`src/rtl/qsfp_seq_pkg.sv`:
```
// Shared state encoding, widths and dwell helper for the QSFP28 cage bring-up sequencer.
package qsfp_seq_pkg;

  typedef enum logic [2:0] {
    IDLE      = 3'd0,
    ABSENT    = 3'd1,
    MOD_RST   = 3'd2,
    MOD_INIT  = 3'd3,
    MAC_RST   = 3'd4,
    WAIT_LINK = 3'd5,
    UP        = 3'd6,
    FAULT     = 3'd7
  } seq_state_e;

  localparam int DWELL_W      = 32;
  localparam int RETRY_W      = 4;
  localparam int ALIGN_STABLE = 8;

  // Terminal count for a dwell of 'cycles' clocks; the dwell counter starts at 0 on state entry.
  function automatic logic [DWELL_W-1:0] dwell_last(input int cycles);
    return DWELL_W'(cycles - 1);
  endfunction

endpackage

```
`src/rtl/qsfp_prs_debounce.sv`:
```
// Two-flop synchronizer plus stable-level debounce for the QSFP ModPrsL pin.
// present is the accepted (debounced) level; removed_pulse marks the cycle removal is accepted.
module qsfp_prs_debounce #(
  parameter int DEBOUNCE_CYCLES = 50_000
) (
  input  logic clk,
  input  logic reset,
  input  logic mod_prs_n,
  output logic present,
  output logic removed_pulse
);

  localparam int CNT_W = 16;
  localparam logic [CNT_W-1:0] CNT_LAST = CNT_W'(DEBOUNCE_CYCLES - 1);

  logic [1:0]       sync_reg;
  logic             level;
  logic             level_prev_reg;
  logic [CNT_W-1:0] cnt_reg;
  logic             present_reg;
  logic             removed_reg;

  assign level = ~sync_reg[1];

  // Any change of the synchronized level restarts the count, so short glitches never reach CNT_LAST.
  always_ff @(posedge clk) begin
    if (reset) begin
      sync_reg       <= 2'b11;
      level_prev_reg <= 1'b0;
      cnt_reg        <= '0;
      present_reg    <= 1'b0;
      removed_reg    <= 1'b0;
    end else begin
      sync_reg       <= {sync_reg[0], mod_prs_n};
      level_prev_reg <= level;
      removed_reg    <= 1'b0;
      if (level != level_prev_reg || level == present_reg) begin
        cnt_reg <= '0;
      end else if (cnt_reg == CNT_LAST) begin
        present_reg <= level;
        removed_reg <= ~level;
        cnt_reg     <= '0;
      end else begin
        cnt_reg <= cnt_reg + CNT_W'(1);
      end
    end
  end

  assign present       = present_reg;
  assign removed_pulse = removed_reg;

endmodule

```
`src/rtl/qsfp_link_sequencer.sv`:
```
// Per-cage QSFP28 + 100G MAC bring-up sequencer with retry, fault latch and re-sequencing on loss.
// Optional link-flap counter enabled by defining QSFP_SEQ_FLAP_CNT_EN.
module qsfp_link_sequencer
  import qsfp_seq_pkg::*;
#(
  parameter int DEBOUNCE_CYCLES  = 50_000,
  parameter int RST_HOLD_CYCLES  = 1_000,
  parameter int INIT_WAIT_CYCLES = 100_000_000,
  parameter int MAC_RST_CYCLES   = 256,
  parameter int LINK_TIMEOUT     = 50_000_000,
  parameter int MAX_RETRIES      = 4
) (
  input  logic        clk,
  input  logic        reset,
  input  logic        enable,
  input  logic        clear_fault,
  input  logic        qsfp_mod_prs_n,
  input  logic        qsfp_interrupt_n,
  output logic        qsfp_rst_n,
  output logic        qsfp_lp_mode,
  output logic        qsfp_mod_sel_n,
  output logic        mac_reset,
  input  logic        mac_rx_aligned,
  output logic        link_up,
  output logic        fault,
  output logic [2:0]  seq_state,
  output logic [3:0]  retry_cnt,
  output logic        module_irq,
  output logic [15:0] flap_cnt
);

  localparam int ALIGN_W = $clog2(ALIGN_STABLE);
  localparam logic [ALIGN_W-1:0] ALIGN_LAST  = ALIGN_W'(ALIGN_STABLE - 1);
  localparam logic [RETRY_W-1:0] RETRY_LIMIT = RETRY_W'(MAX_RETRIES);

  seq_state_e         state_reg;
  seq_state_e         state_next;
  logic [DWELL_W-1:0] dwell_reg;
  logic [ALIGN_W-1:0] align_reg;
  logic [RETRY_W-1:0] retry_reg;
  logic [RETRY_W-1:0] retry_next;
  logic [RETRY_W-1:0] retry_inc;
  logic [1:0]         irq_sync_reg;
  logic               present;
  logic               removed_pulse;
  logic               rst_n_reg;
  logic               lp_mode_reg;
  logic               mod_sel_n_reg;
  logic               mac_reset_reg;
  logic               link_up_reg;
  logic               fault_reg;

  qsfp_prs_debounce #(
    .DEBOUNCE_CYCLES(DEBOUNCE_CYCLES)
  ) u_prs_debounce (
    .clk          (clk),
    .reset        (reset),
    .mod_prs_n    (qsfp_mod_prs_n),
    .present      (present),
    .removed_pulse(removed_pulse)
  );

  always_comb begin
    state_next = state_reg;
    retry_next = retry_reg;
    retry_inc  = retry_reg + RETRY_W'(1);
    case (state_reg)
      IDLE:      if (enable) state_next = ABSENT;
      ABSENT:    if (present) state_next = MOD_RST;
      MOD_RST:   if (dwell_reg == dwell_last(RST_HOLD_CYCLES)) state_next = MOD_INIT;
      MOD_INIT:  if (dwell_reg == dwell_last(INIT_WAIT_CYCLES)) state_next = MAC_RST;
      MAC_RST:   if (dwell_reg == dwell_last(MAC_RST_CYCLES)) state_next = WAIT_LINK;
      WAIT_LINK: begin
        if (mac_rx_aligned && align_reg == ALIGN_LAST) begin
          state_next = UP;
          retry_next = '0;
        end else if (dwell_reg == dwell_last(LINK_TIMEOUT)) begin
          retry_next = retry_inc;
          state_next = (retry_inc == RETRY_LIMIT) ? FAULT : MAC_RST;
        end
      end
      UP:        if (!mac_rx_aligned) state_next = MAC_RST;
      FAULT: begin
        if (clear_fault) begin
          state_next = IDLE;
          retry_next = '0;
        end
      end
      default: state_next = IDLE;
    endcase
    // Removal and disable override the normal flow; disable wins over everything but reset.
    if (removed_pulse && state_reg != IDLE && state_reg != FAULT) begin
      state_next = ABSENT;
      retry_next = '0;
    end
    if (!enable) begin
      state_next = IDLE;
      retry_next = '0;
    end
  end

  always_ff @(posedge clk) begin
    if (reset) begin
      state_reg     <= IDLE;
      retry_reg     <= '0;
      dwell_reg     <= '0;
      align_reg     <= '0;
      rst_n_reg     <= 1'b0;
      lp_mode_reg   <= 1'b1;
      mod_sel_n_reg <= 1'b1;
      mac_reset_reg <= 1'b1;
      link_up_reg   <= 1'b0;
      fault_reg     <= 1'b0;
    end else begin
      state_reg <= state_next;
      retry_reg <= retry_next;
      if (state_next != state_reg) begin
        dwell_reg <= '0;
      end else if (dwell_reg != '1) begin
        dwell_reg <= dwell_reg + DWELL_W'(1);
      end
      if (state_next != state_reg || !mac_rx_aligned) begin
        align_reg <= '0;
      end else if (align_reg != ALIGN_LAST) begin
        align_reg <= align_reg + ALIGN_W'(1);
      end
      // Outputs follow the current state, so they settle one cycle after each transition.
      link_up_reg <= (state_reg == UP);
      fault_reg   <= (state_reg == FAULT);
      case (state_reg)
        MOD_INIT, MAC_RST: begin
          rst_n_reg     <= 1'b1;
          lp_mode_reg   <= 1'b0;
          mod_sel_n_reg <= 1'b0;
          mac_reset_reg <= 1'b1;
        end
        WAIT_LINK, UP: begin
          rst_n_reg     <= 1'b1;
          lp_mode_reg   <= 1'b0;
          mod_sel_n_reg <= 1'b0;
          mac_reset_reg <= 1'b0;
        end
        default: begin
          rst_n_reg     <= 1'b0;
          lp_mode_reg   <= 1'b1;
          mod_sel_n_reg <= 1'b1;
          mac_reset_reg <= 1'b1;
        end
      endcase
    end
  end

  always_ff @(posedge clk) begin
    if (reset) begin
      irq_sync_reg <= 2'b11;
    end else begin
      irq_sync_reg <= {irq_sync_reg[0], qsfp_interrupt_n};
    end
  end

`ifdef QSFP_SEQ_FLAP_CNT_EN
  logic [15:0] flap_reg;

  always_ff @(posedge clk) begin
    if (reset) begin
      flap_reg <= '0;
    end else if (state_reg == UP && state_next == MAC_RST && flap_reg != 16'hFFFF) begin
      flap_reg <= flap_reg + 16'd1;
    end
  end

  assign flap_cnt = flap_reg;
`else
  assign flap_cnt = 16'h0;
`endif

  assign qsfp_rst_n     = rst_n_reg;
  assign qsfp_lp_mode   = lp_mode_reg;
  assign qsfp_mod_sel_n = mod_sel_n_reg;
  assign mac_reset      = mac_reset_reg;
  assign link_up        = link_up_reg;
  assign fault          = fault_reg;
  assign seq_state      = state_reg;
  assign retry_cnt      = retry_reg;
  assign module_irq     = ~irq_sync_reg[1];

endmodule
```
`config.mk`:
```
export PLATFORM = sky130hd
export DESIGN_NAME = qsfp_link_sequencer
export DESIGN_NICKNAME = d
export VERILOG_FILES = /design/src/rtl/qsfp_seq_pkg.sv /design/src/rtl/qsfp_prs_debounce.sv /design/src/rtl/qsfp_link_sequencer.sv
export SDC_FILE = /design/constraint.sdc
export NUM_CORES = 1
export LEC_CHECK = 0
export CORE_UTILIZATION = 55
export CTS_CLUSTER_DIAMETER = 150
export DETAILED_ROUTE_END_ITERATION = 8
export DONT_BUFFER_PORTS = 1
export PLACE_DENSITY = 0.8
export REMOVE_ABC_BUFFERS = 1
export SLEW_MARGIN = 40
export SYNTH_ARGS = -nofsm -noshare
export SYNTH_HDL_FRONTEND = slang
export SYNTH_SLANG_ARGS = --single-unit
```
`constraint.sdc`:
```
create_clock -name clk -period 3.3 [get_ports clk]
set_input_delay 0.33 -clock clk [delete_from_list [all_inputs] [get_ports clk]]
set_output_delay 0.33 -clock clk [all_outputs]
set_load 0.005 [all_outputs]
```
After elaboration in Yosys (flattened, before gate mapping):

Cells that the tools add are included.

* add/sub/neg operators: 4
* muxes and demuxes: 19
* reductions and logical operators: 18
* equal/unequal tests: 22
* bitwise operators: 5

Operators with widths (number)
* 32-bit by 1-bit adder with 32-bit output, second input constant: 1
* 32-bit by 10-bit == test with 1-bit output, second input constant: 1
* 32-bit by 26-bit == test with 1-bit output, second input constant: 1
* 32-bit by 27-bit == test with 1-bit output, second input constant: 1
* 32-bit by 8-bit == test with 1-bit output, second input constant: 1
* 32-bit inequality test, second input constant: 1
* 3-bit 2-to-1 mux: 10
* 3-bit case mux with 8 select lines: 1
* 16-bit by 1-bit adder with 16-bit output, second input constant: 1
* 16-bit == test, second input constant: 1
* 3-bit == test, second input constant: 5
* 4-bit 2-to-1 mux: 3
* 3-bit inequality test, second input constant: 3
* 3-bit OR reduction: 3
* 4-bit case mux with 2 select lines: 1
* 3-bit by 2-bit == test with 1-bit output, second input constant: 2
* 2-bit OR reduction: 3
* 1-bit inverter: 5
* 4-bit by 1-bit adder with 4-bit output, second input constant: 1
* 4-bit by 3-bit == test with 1-bit output, second input constant: 1
* 4-bit OR reduction: 1
* 3-bit by 1-bit adder with 3-bit output, second input constant: 1
* 3-bit by 1-bit == test with 1-bit output, second input constant: 1
* 1-bit logical AND: 3
* 13 further kinds: 16

* register bits: 70
* output and inout bits: 30

Longest topological paths before layout:

* depth in word-level cells: 11
* gate-level depth with buffers: 9
* gate-level depth less buffers: 7

Cells and area by module:

Synthesis repeated with hierarchy kept, for this count alone.

* cell total of the unflattened synthesis: 440
* area, all modules: 3907.5 um^2

Modules (own cells, without submodules)
* qsfp_link_sequencer: instances 1, cells an instance 344, area each 2994.1 um^2
* qsfp_prs_debounce: instances 1, cells an instance 96, area each 913.4 um^2

Worst setup path after synthesis:

OpenSTA, ideal clock, no wires.

* path kind: flip-flop to flip-flop
* start point: register dwell_reg[0]
* end point: register dwell_reg[20]
* stages on the path, launching flop included: 10
* setup slack: 0.915 ns
* arrival: 2.266 ns
* period minus slack after synthesis: 2.385 ns
* data required time: 3.181 ns
* cells stage by stage: dfxtp_1 ha_1 inv_1 or3_1 buf_2 nor3_2 or4b_1 o2111ai_4 buf_8 nor3_2

* word-level cells in the longest chain between the ends: 8
* elaborated cells between the ends (all ways): 16
* classes of those cells: add/sub (1); eq/ne (6); mux (8); reduce/logical (1)

RTL lines
* start: declaration: RTL line qsfp_link_sequencer.sv:38 `logic [DWELL_W-1:0] dwell_reg;`
* start signal: assignment: RTL line qsfp_link_sequencer.sv:120 `dwell_reg <= dwell_reg + DWELL_W'(1);`
* 32-bit by 26-bit == test with 1-bit output: RTL line qsfp_link_sequencer.sv:77 `end else if (dwell_reg == dwell_last(LINK_TIMEOUT)) begin`
* 3-bit 2-to-1 mux: RTL line qsfp_link_sequencer.sv:77
* 3-bit 2-to-1 mux: RTL line qsfp_link_sequencer.sv:74 `if (mac_rx_aligned && align_reg == ALIGN_LAST) begin`
* 3-bit case mux with 8 select lines: RTL line qsfp_link_sequencer.sv:67 `case (state_reg)`
* 3-bit 2-to-1 mux: RTL line qsfp_link_sequencer.sv:92 `if (removed_pulse && state_reg != IDLE && state_reg != FAULT) begin`
* 3-bit 2-to-1 mux: RTL line qsfp_link_sequencer.sv:96 `if (!enable) begin`
* 3-bit inequality test: RTL line qsfp_link_sequencer.sv:117 `if (state_next != state_reg) begin`
* 2-bit OR reduction (no line)

Parallel ways exist; a longest one is shown, timed or not.
A chain may end at the register's enable or synchronous reset.

Worst setup path after layout:

* start point: register dwell_reg[0]
* end point: register dwell_reg[4]

Same word-level chain as after synthesis.

==> flow_summary_export.csv <==
group,metric,value,unit
power_and_ir_drop,power.switching,0.000384,W
clock_network,clk_latency,0.37,ns
clock_network,cts.sinks,70,
sta,hold_viol,0,
clock_network,cts_buffers,9,
place,portBuffers,0,
route,drtPass1Iterations,7,
sta,finalSetupViolCount,0,
floorplan,dieHeight,85.7,µm
critical_path,r2r-start,"dwell_reg[0]",
power_and_ir_drop,power_frac_comb,3.0,%
clock_network,ctsResizeCount,0,
layout,drive_gt1_share,12.6,%
yosys,ys_warn_count,0,
clock_network,cts_setup_buffers,0,
sta,min_period_over_period,82.4,%
sta,rsz0062_at_grt,"no",
place,hpwl,5540,µm
clock_network,clkTransAtPathRegs,0.08,ns
status,violations,"DRC",
floorplan,fp.coreArea,6790,µm²
sta,fin_crit,2.72,ns
power_and_ir_drop,internal_power,0.00130,W
critical_path,rr_worst_depth,8,
global_route,grt_pass1_wl,13000,µm
layout,multi_input_area,2240,µm²
flow_run,maxCapViolCount,0,
yosys,avgSynthCellArea,8.76,µm²
layout,n_antenna_cell,0,
critical_path,rrSetupSlack,0.58,ns
yosys,synthFlopType,"dfxtp_1",
clock_network,cts_tree,"built",
critical_path,start_kind,"flip-flop",
sta,drv_slew,0,
global_route,grt_usage,22.5,%
global_route,antenna_found_initial,0,
yosys,ys_seq_area_share,36.4,%
clock_network,clockRootBuffer,"clkbuf_8",
power_and_ir_drop,switching_share,22.8,%
critical_path,r2r-end,"dwell_reg[4]",
critical_path,end_kind,"flip-flop",
floorplan,io_pins,37,
power_and_ir_drop,leakagePower,1.38,nW
sta,worstMarginPinSlew,0.750,ns
layout,largest_register_ffs,32,
route,viasPerCell,5.81,
yosys,synthArstFlopShare,0,%
sta,whs,0.0240,ns
critical_path,critPathCapture,"dwell_reg[4]",
yosys,syn_area,3850,µm²
sta,clock_skew,0.0130,ns
global_route,grt_start_max_net_pins,36,
floorplan,die-area,7350,µm²
power_and_ir_drop,peakVddDrop,0.000225,V
route,drc_errors,2,
route,wl_per_cell,14.5,µm
yosys,syn_inst,440,
layout,regArea,1400,µm²
place,gp_congestion,0.888,
floorplan,die_w,85.7,µm
route,routed_wl,7790,µm
route,vias,3130,
yosys,synth_edf_count,0,
sta,fmax,368,MHz
clock_network,cts_buffer_depth,2,
critical_path,worstPathArrival,2.95,ns
power_and_ir_drop,seqPwrFrac,50.6,%
critical_path,path_class,"flip-flop to flip-flop",
critical_path,worstPathMaxFanout,12,
sta,slew_headroom,49.6,%
hold_path,hold_class,"input pin to flip-flop",
power_and_ir_drop,powerDensity,410,nW/µm²
floorplan,num_rows,30,
status,status,"complete, but fails checks",
sta,fin_setup_tns,0,ns
critical_path,crit_required,3.53,ns
route,drtIter0Drc,182,
floorplan,initial_core_util,56.7,%
layout,fin_nets,451,
global_route,overflow,0,
power_and_ir_drop,pwr-share-clk,46.5,%
route,drtAntennaViolNets,0,
yosys,synth.distinct_cells,57,
layout,nFillCells,597,
global_route,grt_pass1_vias,2795,
clock_network,cts.htree.levels,3,
yosys,ys_ff_latch,70,
critical_path,critPathLaunch,"dwell_reg[0]",
layout,area_delta_synth_final,6.75,%
## through the flow
stage / cells / power [W] / util [%] / worst slack, ns / cell area (µm²)
2_1_floorplan: 419 / 0.000905 / - / 0.338 / 3670
3_3_place_gp: 520 / 0.000912 / 56.4 / 0.333 / 3830
3_5_place_dp: 522 / 0.000921 / 57.1 / 0.609 / 3880
4_1_cts: 538 / 0.00170 / 60.4 / 0.598 / 4100
5_1_grt: 539 / 0.00175 / 60.6 / 0.383 / 4110
6_report: 539 / 0.00169 / 60.6 / 0.579 / 4110
## layer usage
metal | track usage, % | up-vias | share of wire [%]
met5 | 0 | - | 0
met4 | 10.6 | 0 | 1.7
met3 | 6.93 | 17 | 6.0
met2 | 34.5 | 92 | 47
met1 | 28.9 | 1473 | 46
li1 | - | 1548 | -
## how the worst min path moves through the flow
| stage | startpoint | end | cells past startpoint |
|---|---|---|---|
| 5_1_grt | reset | seq_state[2] | 1 |
| 3_5_place_dp | irq_sync_reg[0] | irq_sync_reg[1] | 1 |
| 4_1_cts | reset | u_prs_debounce.level_prev_reg | 1 |
| 6_report | reset | seq_state[1] | 1 |
| 3_3_place_gp | reset | u_prs_debounce.level_prev_reg | 1 |
| 2_1_floorplan | irq_sync_reg[0] | irq_sync_reg[1] | 1 |
## cell usage after synthesis, types with 2 or more instances
| cell type | n | area (µm²) |
|---|---|---|
| xor2_1 | 20 | 175 |
| nand2_1 | 26 | 97.6 |
| a32o_1 | 2 | 20.0 |
| o21bai_1 | 2 | 15.0 |
| a21oi_1 | 12 | 60.1 |
| buf_4 | 19 | 143 |
| o21ai_0 | 5 | 25.0 |
| or3_1 | 5 | 31.3 |
| nor3b_1 | 2 | 15.0 |
| nand3_1 | 25 | 125 |
| o211ai_1 | 2 | 15.0 |
| nor4b_1 | 3 | 26.3 |
| and4_1 | 9 | 78.8 |
| mux2i_1 | 4 | 40.0 |
| xnor2_1 | 25 | 219 |
| and2_1 | 5 | 31.3 |
| buf_8 | 2 | 30.0 |
| clkbuf_1 | 12 | 45.0 |
| a21boi_0 | 2 | 15.0 |
| nand3b_1 | 2 | 15.0 |
| nor3_2 | 21 | 210 |
| nand4_1 | 14 | 87.6 |
| and3_1 | 11 | 68.8 |
| dfxtp_1 | 70 | 1400 |
| buf_2 | 2 | 10.0 |
| ha_1 | 6 | 75.1 |
| and4b_1 | 2 | 20.0 |
| or4b_1 | 2 | 20.0 |
| nand2b_1 | 4 | 25.0 |
| inv_1 | 10 | 37.5 |
| nor4_1 | 11 | 68.8 |
| nand4b_1 | 4 | 35.0 |
| nor2_1 | 38 | 143 |
| nor3_1 | 33 | 165 |
| or2_2 | 6 | 37.5 |
## layout by cell type, fill, tap and decap left out, types with 3 or more instances in the layout
| cell | synthesis | layout |
|---|---|---|
| clkbuf_8 | 0 | 9 |
| ha_1 | 6 | 6 |
| nor3_2 | 21 | 22 |
| clkinv_4 | 0 | 3 |
| or2_2 | 6 | 6 |
| or3_1 | 5 | 5 |
| xor2_1 | 20 | 20 |
| nand4_1 | 14 | 14 |
| a21oi_1 | 12 | 12 |
| and2_1 | 5 | 5 |
| nor3_1 | 33 | 32 |
| nor2_1 | 38 | 38 |
| xnor2_1 | 25 | 25 |
| dfxtp_1 | 70 | 70 |
| nand3_1 | 25 | 25 |
| and3_1 | 11 | 11 |
| nor4b_1 | 3 | 3 |
| nand2b_1 | 4 | 4 |
| conb_1 | 1 | 16 |
| nor4_1 | 11 | 11 |
| nand2_1 | 26 | 26 |
| inv_1 | 10 | 10 |
| mux2i_1 | 4 | 4 |
| nand4b_1 | 4 | 4 |
| o21ai_0 | 5 | 5 |
| and4_1 | 9 | 9 |
| buf_4 | 19 | 5 |
## power groups by stage
stage               sequential (W)  combinational [W]  clock, W
floorplan                 0.000874          0.0000310         0
global placement          0.000872          0.0000394         0
detailed placement        0.000873          0.0000481         0
CTS                       0.000853          0.0000484  0.000802
global route              0.000853          0.0000548  0.000842
finish                    0.000853          0.0000502  0.000784
## critical path, stage by stage (launching register included)
cell and delay, ns:
dfxtp_1 0.38, ha_1 0.28, inv_1 0.11, or3_1 0.51, nor3_2 0.26, or4b_1 0.52, o2111ai_4 0.23, buf_8 0.22
nor3_2 0.06
## logic make-up after synthesis
kind of cell               Yosys count  share of synthesized area, %
adders and majority gates            6                          1.95
other                                1                        0.0973
buffers and inverters               46                          7.18
muxes                                4                          1.04
AOI/OAI and AO/OA                   40                          8.12
and+or+nand+nor                    228                          35.0
xor gates and xnor gates            45                          10.2
DFF                                 70                          36.4
## area by class of cell
type / count / share of cell area (%)
multi-input cells: 339 / 54.4
clock inverters: 7 / 2.52
well taps: 96 / 2.92
clock buffers: 9 / 3.01
flip-flops and latches: 70 / 34.1
repair buffers: 8 / 2.19
inverters: 10 / 0.912
## repair_timing
item	4_1_cts	5_1_grt
endpoints found under the setup margin	0	0
endpoints found under the hold margin	0	2
hold buffers	0	1
Note: power is estimated with default switching activity, not from simulation.
